## src/rtl/fir_output_requant.sv

```systemverilog
// Requantizer behind the FIR: decimate, round and shift, saturate to OUT_W, then buffer in a FWFT FIFO.
// Define FIR_REQUANT_SAT_COUNT_EN to add the sat_count output (saturating count of clipped samples).
module fir_output_requant #(
    parameter int IN_W       = 32,
    parameter int OUT_W      = 16,
    parameter int SHIFT      = 15,
    parameter int DECIM      = 4,
    parameter int FIFO_DEPTH = 4
) (
    input  logic             clk,
    input  logic             reset,
    input  logic             clear,
    input  logic             in_valid,
    input  logic [IN_W-1:0]  in_data,
    output logic             out_valid,
    input  logic             out_ready,
    output logic [OUT_W-1:0] out_data,
    output logic             fifo_full,
    output logic             overflow,
    output logic             sat_flag
`ifdef FIR_REQUANT_SAT_COUNT_EN
    ,
    output logic [15:0]      sat_count
`endif
);
    localparam int PH_W = (DECIM > 1) ? $clog2(DECIM) : 1;
    localparam int AW   = $clog2(FIFO_DEPTH);
    localparam int R_W  = IN_W + 1;

    localparam logic [PH_W-1:0]        PH_LAST  = PH_W'(DECIM - 1);
    localparam logic [AW:0]            CNT_FULL = (AW + 1)'(FIFO_DEPTH);
    localparam logic signed [R_W-1:0]  ROUND    = R_W'(1) << (SHIFT - 1);
    localparam logic signed [R_W-1:0]  SAT_HI   = R_W'((1 << (OUT_W - 1)) - 1);
    localparam logic signed [R_W-1:0]  SAT_LO   = ~SAT_HI;

    logic [PH_W-1:0]       phase;
    logic                  keep;
    logic signed [R_W-1:0] in_ext;
    logic signed [R_W-1:0] rounded;
    logic signed [R_W-1:0] s1_data;
    logic                  s1_valid;

    logic                  sat_hi;
    logic                  sat_lo;
    logic [OUT_W-1:0]      wr_data;

    logic [OUT_W-1:0]      mem [FIFO_DEPTH];
    logic [AW-1:0]         wr_ptr;
    logic [AW-1:0]         rd_ptr;
    logic [AW:0]           count;
    logic [OUT_W-1:0]      head;
    logic [OUT_W-1:0]      hold_data;
    logic                  empty;
    logic                  full;
    logic                  push;
    logic                  pop;

    // One extra bit of headroom so the rounding add cannot wrap near the positive limit.
    assign in_ext  = {in_data[IN_W-1], in_data};
    assign rounded = (in_ext + ROUND) >>> SHIFT;
    assign keep    = in_valid && (phase == '0);

    always_comb begin
        sat_hi  = (s1_data > SAT_HI);
        sat_lo  = (s1_data < SAT_LO);
        wr_data = s1_data[OUT_W-1:0];
        if (sat_hi) begin
            wr_data = SAT_HI[OUT_W-1:0];
        end else if (sat_lo) begin
            wr_data = SAT_LO[OUT_W-1:0];
        end
    end

    assign empty     = (count == '0);
    assign full      = (count == CNT_FULL);
    assign pop       = !empty && out_ready;
    assign push      = s1_valid && (!full || pop);
    assign head      = mem[rd_ptr];
    assign out_valid = !empty;
    assign out_data  = empty ? hold_data : head;
    assign fifo_full = full;

    // NOTE: sequential state uses <= so every register samples pre-edge values, independent of block order.
    always_ff @(posedge clk or negedge reset) begin
        if (!reset) begin
            phase     <= '0;
            s1_valid  <= 1'b0;
            s1_data   <= '0;
            wr_ptr    <= '0;
            rd_ptr    <= '0;
            count     <= '0;
            hold_data <= '0;
            overflow  <= 1'b0;
            sat_flag  <= 1'b0;
        end else if (clear) begin
            phase     <= '0;
            s1_valid  <= 1'b0;
            wr_ptr    <= '0;
            rd_ptr    <= '0;
            count     <= '0;
            hold_data <= out_data;
            overflow  <= 1'b0;
            sat_flag  <= 1'b0;
        end else begin
            if (in_valid) begin
                phase <= (phase == PH_LAST) ? '0 : phase + 1'b1;
            end
            s1_valid <= keep;
            if (keep) begin
                s1_data <= rounded;
            end
            if (push) begin
                wr_ptr <= wr_ptr + 1'b1;
            end
            if (pop) begin
                rd_ptr    <= rd_ptr + 1'b1;
                hold_data <= head;
            end
            if (push && !pop) begin
                count <= count + 1'b1;
            end else if (pop && !push) begin
                count <= count - 1'b1;
            end
            if (s1_valid && full && !pop) begin
                overflow <= 1'b1;
            end
            if (s1_valid && (sat_hi || sat_lo)) begin
                sat_flag <= 1'b1;
            end
        end
    end

    // NOTE: storage is not reset; count gates visibility, so stale entries are never presented.
    always_ff @(posedge clk) begin
        if (push && !clear) begin
            mem[wr_ptr] <= wr_data;
        end
    end

`ifdef FIR_REQUANT_SAT_COUNT_EN
    always_ff @(posedge clk or negedge reset) begin
        if (!reset) begin
            sat_count <= '0;
        end else if (clear) begin
            sat_count <= '0;
        end else if (s1_valid && (sat_hi || sat_lo) && (sat_count != 16'hFFFF)) begin
            sat_count <= sat_count + 16'd1;
        end
    end
`endif

endmodule

```

## config.mk

```make
export PLATFORM = sky130hd
export DESIGN_NAME = fir_output_requant
export DESIGN_NICKNAME = d
export VERILOG_FILES = /design/src/rtl/fir_output_requant.sv
export SDC_FILE = /design/constraint.sdc
export NUM_CORES = 1
export LEC_CHECK = 0
export CAP_MARGIN = 20
export CORE_ASPECT_RATIO = 1.1
export CORE_MARGIN = 1.5
export CORE_UTILIZATION = 44
export DETAILED_ROUTE_END_ITERATION = 8
export GPL_ROUTABILITY_DRIVEN = 0
export GPL_TIMING_DRIVEN = 0
export PLACE_DENSITY = 0.65
export RECOVER_POWER = 100
export SYNTH_ARGS = -nofsm -noshare
export SYNTH_HDL_FRONTEND = slang
export SYNTH_SLANG_ARGS = --single-unit
```

## constraint.sdc

```tcl
create_clock -name clk -period 2.6 [get_ports clk]
set_input_delay 0.26 -clock clk [delete_from_list [all_inputs] [get_ports clk]]
set_output_delay 0.26 -clock clk [all_outputs]
set_load 0.02 [all_outputs]
```

==> results_dict.tcl, run 1 <==
set metrics [dict create \
    grt_first_pass_wirelength_um 16100 \
    hpwl_um 6990 \
    core_area_sq_um 11900 \
    synthTopCellsByCount "64 x edfxtp_1, 59 x nor2_1, 46 x dfrtp_1" \
    rows 42 \
    hp-start "overflow" \
    firstDrtPassIters 4 \
    synth_nets 461 \
    htreeDepth 3 \
    final-instance-count-excl-fill 629 \
    antenna_found_initial 0 \
    nets 515 \
    start_util_pct 44.8 \
    cp.arrival_ns 2.25 \
    yosys-top-cells-area "edfxtp_1 36%, dfrtp_1 22%, mux2_2 5.1%" \
    io_pins 57 \
    ys_types 46 \
    stdcell_area_sq_um 6190 \
    grt_usage_pct 16.3 \
    synth_area_leader_cell "edfxtp_1" \
    skew_ns 0.00592 \
    wl_per_cell_um 15.3 \
    synth_cells 416 \
    synth.top_cell.area_share_pct 35.9 \
    die_x_um 108 \
    netlist_area_sq_um 5350 \
    status "complete, no violations" \
    overflow 0 \
    worstMarginPinSlew_ns 1.12 \
    clock_latency_ns 0.35 \
    area_growth_pct 15.7 \
    synth_area_per_cell_sq_um 12.9 \
    critPathLaunch "rd_ptr[0]" \
    drt_iter0_drc 205 \
    synth-seq-cells 110 \
    cts_tree "done" \
    async_flop_share_pct 41.8 \
    post-route-min-period_ns 2.51 \
    synth_edf_count 64 \
    place_ws_ns -0.261 \
    clockRootBuffer "clkbuf_16" \
    setup_slack_ns 0.0929 \
    ir_worst_vdd_v 0.000436 \
    dieArea_sq_um 12800 \
    synth_most_common_cell "edfxtp_1" \
    cp.required_ns 2.34 \
    slew_viol_final 0 \
    viasPerCell 5.19 \
    critPathMaxFanout 9 \
    reg2reg_from "count[1]" \
    synth_ff_type "edfxtp_1" \
    startpoint_type "flop" \
    power_density_nw_per_um2 911 \
    cts_buffers 9 \
    slew-limit-headroom_pct 25.4 \
    vias 3264 \
    antenna_cells 0 \
    hold_path_class "reg2reg" \
    power.total_uw 5640 \
    routed_wl_um 9620 \
    setup_viol 0 \
    tns_ns 0 \
    chipHeight_um 119 \
    seq_area_frac_synth_pct 57.5 \
    period_share_pct 96.4 \
    cap_violations 0 \
    clkSinkCount 110 \
    worstSetupEndpointType "output port" \
    hold_violations 0 \
    yosysWarnings 0 \
    placed_cell_area_sq_um 5970 \
    fmax_mhz 399 \
    p_leak_uw 0.00234 \
    clk_transition_reported_paths_ns 0.07 \
    rsz0062_at_grt "false" \
    drive_above_1_share_pct 14.3 \
    critPathKind "reg2out" \
    post-place-cells 613 \
    route.detailed.drc 0 \
    port_buffers 42 \
    grt_pass1_vias 3292 \
    grt_max_degree 28 \
    antenna_left 0 \
    cts_buffer_depth 2 \
]
## per-stage QoR
| stage | hold WS [ns] | utilization (%) |
|---|---|---|
| floorplan | -0.0356 | - |
| global placement | 0.483 | 50.0 |
| detailed placement | 0.252 | 50.1 |
| CTS | 0.402 | 52.8 |
| global route | 0.514 | 51.9 |
| finish | 0.497 | 51.9 |
## timing repair
action / CTS / global route
cloned: 0 / 0
endpoints found under the setup margin: 9 / 5
setup buffers: 0 / 0
hold buffers: 1 / 0
resized for setup: 11 / 10
hold endpoints to repair: 19 / 0
## power by group
part | leakage [uW] | switching (uW) | total [uW] | internal (uW)
combinational | 0.00103 | 980 | 1860 | 881
clock | 0.000158 | 608 | 1460 | 847
sequential | 0.00115 | 130 | 2320 | 2190
total | 0.00234 | 1720 | 5640 | 3920
## layer usage
| layer | track usage (%) | wire, um | up-vias |
|---|---|---|---|
| li1 | - | - | 1598 |
| met1 | 21.4 | 4370 | 1576 |
| met2 | 26.6 | 4720 | 77 |
| met3 | 3.20 | 347 | 13 |
| met4 | 6.25 | 185 | 0 |
| met5 | 0 | 0 | - |
## kinds of logic after synthesis
family | count (synthesis) | share of synthesized area [%]
buffers and inverters | 37 | 3.70
AND/OR/NAND/NOR | 147 | 13.6
adder cells (fa/ha/maj) | 8 | 2.01
AO/OA/AOI/OAI | 42 | 4.40
XOR/XNOR | 18 | 2.95
multiplexers | 54 | 15.8
flip-flops | 110 | 57.5
## cells in the final DEF, fill, tap and decap left out, types with 9 or more instances in the layout
cell type / synthesis / layout
clkbuf_16: 0 / 9
edfxtp_1: 64 / 64
clkbuf_1: 15 / 19
o21ai_0: 15 / 17
a21oi_1: 17 / 17
nand3_1: 13 / 13
xnor2_1: 12 / 12
dlygate4sd2_1: 0 / 9
clkdlybuf4s50_1: 0 / 21
mux2_2: 24 / 24
inv_1: 12 / 13
dfrtp_1: 46 / 44
nand2_1: 39 / 39
nor2_1: 59 / 59
## sequential cells by signal (all words and copies together) (netlist names)
register and cells:
sat_flag 1, overflow 1, mem 64, phase 2, count 3, rd_ptr 2, wr_ptr 2, s1_valid 1
s1_data 18, hold_data 16
## worst paths after layout
kind / endpoint / slack [ns] / cells after the start
max: out_data[5] / 0.09 / 4
min: overflow / 0.50 / 2
max reg2reg: count[2] / 0.10 / 7
min reg2reg: overflow / 0.50 / 2
max in group asynchronous: count[0] / 0.62 / 3
min in group asynchronous: hold_data[8] / 0.65 / 2
## worst max-delay path: stages (launching register included)
cell and delay [ns]:
dfrtp_1 0.35, buf_6 0.16, mux4_1 0.58, mux2_2 0.28, clkdlybuf4s50_1 0.53
## layout make-up
cell class,instances,area [sq um]
Clock inverter,7,95.1
Tap cell,154,193
Fill cell,1017,5740
Inverter,13,48.8
Sequential cell,110,3080
Multi-Input combinational cell,269,2010
Clock buffer,9,225
Timing Repair Buffer,44,402
Buffer,23,134
(Power assumes the default switching activity.)
==> run 2: changes to the inputs <==
--- a/config.mk
+++ b/config.mk
@@ -7,7 +7,7 @@
 export LEC_CHECK = 0
 export CAP_MARGIN = 20
 export CORE_ASPECT_RATIO = 1.1
-export CORE_MARGIN = 1.5
+export CORE_MARGIN = 2
 export CORE_UTILIZATION = 44
 export DETAILED_ROUTE_END_ITERATION = 8
 export GPL_ROUTABILITY_DRIVEN = 0
==> run 2 against run 1 <==
- register-to-register slack gained 0.05 ns
- fmax shrank 2.0%
- clock-buffer cell count grew 2
- utilization grew 0.073 points
- cell count is the same
- critical endpoint is now out_data[3]
==> results_dict.tcl, run 2 (synthesis gave the netlist of run 1 again) <==
set metrics [dict create \
    status "complete, no violations" \
    rsz0062_at_grt "false" \
    worstSetupEndpointType "output port" \
    route.detailed.drc 0 \
    rows 42 \
    switching_share_pct 30.6 \
    antenna_cells 0 \
    firstDrtPassIters 4 \
    n_fill_cell 1027 \
    cts_tree "done" \
    place_ws_ns -0.241 \
    multiInputGateArea_sq_um 2030 \
    cp.arrival_ns 2.30 \
    post-route-min-period_ns 2.56 \
    grt_first_pass_wirelength_um 16000 \
    period_share_pct 98.4 \
    startpoint_type "flop" \
    hold_violations 0 \
    largest_register_ffs 64 \
    vias 3242 \
    worstMarginPinSlew_ns 1.29 \
    viasPerCell 5.15 \
    overflow 0 \
    clk_transition_reported_paths_ns 0.07 \
    port_buffers 42 \
    slew_viol_final 0 \
    fmax_mhz 391 \
    clockPowerShare_pct 24.7 \
    htreeDepth 3 \
    clkSinkCount 110 \
    antenna_left 0 \
    ff_latch_area_sq_um 3080 \
    wl_per_cell_um 15.2 \
    grt_usage_pct 16.0 \
    final_util_pct 51.9 \
    drive_above_1_share_pct 14.5 \
    hold_path_class "reg2reg" \
    internal-power_uw 3870 \
    setup_viol 0 \
    die_x_um 109 \
    clockRootBuffer "clkbuf_16" \
    nets 515 \
    power.total_uw 5570 \
    layout_commonest_cell "edfxtp_1" \
    clock_latency_ns 0.35 \
    cap_violations 0 \
    critPathMaxFanout 9 \
    cts_buffers 9 \
    cp.required_ns 2.34 \
    post-place-cells 613 \
    largest-register "mem" \
    core_area_sq_um 11900 \
    p_leak_uw 0.00234 \
    p_comb_share_pct 33.6 \
    seqPwrFrac_pct 41.7 \
    grt_max_degree 26 \
    area_growth_pct 15.9 \
    antenna_found_initial 0 \
    hpwl_um 6830 \
    final-instance-count-excl-fill 629 \
    dieArea_sq_um 13000 \
    drt_iter0_drc 166 \
    ir_worst_vdd_v 0.000433 \
    skew_ns 0.00837 \
    critPathKind "reg2out" \
    grt_pass1_vias 3237 \
    setup_slack_ns 0.0428 \
    routed_wl_um 9550 \
    tns_ns 0 \
    power_density_nw_per_um2 900 \
    top_regs "mem (64), s1_data (18), hold_data (16)" \
    slew-limit-headroom_pct 13.7 \
    chipHeight_um 120 \
    p_sw_uw 1710 \
    final_cell_mix "64 x edfxtp_1, 59 x nor2_1, 44 x dfrtp_1" \
    start_util_pct 44.8 \
    cts_buffer_depth 2 \
    io_pins 57 \
]
==> run 2: cell count changes in the layout (fill, tap and decap cells not counted), moves of 2 or more <==
cell	delta
buf_2	+2
clkbuf_1	-2
clkdlybuf4s50_1	+4
clkinvlp_4	+2
==> run 2: timing repair <==
| action | in CTS | in global routing |
|---|---|---|
| resized for setup | 11 | 6 |
| setup endpoints to repair | 9 | 2 |
| hold endpoints to repair | 24 | 0 |
| setup buffers | 0 | 0 |
| hold buffers | 1 | 0 |
==> run 2: per-stage QoR <==
stage / hold WS [ns] / instance area (sq um)
floorplan: -0.0356 / 5350
global placement: 0.482 / 5960
detailed placement: 0.300 / 5980
CTS: 0.472 / 6280
global route: 0.518 / 6200
finish: 0.499 / 6200
==> run 2: worst max-delay path, stage by stage (launching register included) <==
cell,delay (ns)
dfrtp_1,0.34
buf_6,0.17
mux4_1,0.62
mux2_2,0.28
clkdlybuf4s50_1,0.53
==> run 2: layout make-up <==
type / count / share of cell area [%]
plain buffers: 23 / 2.08
clock buffers: 11 / 3.92
clock inverters: 5 / 0.949
inverters: 13 / 0.788
multi-input cells: 269 / 32.7
flip-flops and latches: 110 / 49.6
well taps: 154 / 3.11
repair buffers: 44 / 6.79
==> run 2: per-layer routing <==
layer	vias to the layer above	wire length, um	track usage (%)
li1	1599	-	-
met3	7	273	2.88
met1	1585	4410	21.2
met5	-	0	0
met4	0	115	5.45
met2	51	4750	26.5
==> run 2: path summary, 6_finish.rpt <==
check,depth (start not counted),endpoint,slack [ns],start
worst max-delay path,4,out_data[3],0.04,rd_ptr[0]
worst min-delay path,2,overflow,0.50,overflow
worst max register to register,7,count[2],0.15,count[1]
worst min register to register,2,overflow,0.50,overflow
max in group asynchronous,3,rd_ptr[1],0.62,reset
min in group asynchronous,2,phase[0],0.72,reset
==> run 2: power by group through the flow <==
stage / registers [uW] / logic (uW) / clock network, uW
6_report: 2320 / 1870 / 1370
5_1_grt: 2360 / 2070 / 1470
4_1_cts: 2330 / 2020 / 1410
3_5_place_dp: 2360 / 2080 / 0
3_3_place_gp: 2340 / 2030 / 0
2_1_floorplan: 2320 / 1450 / 0
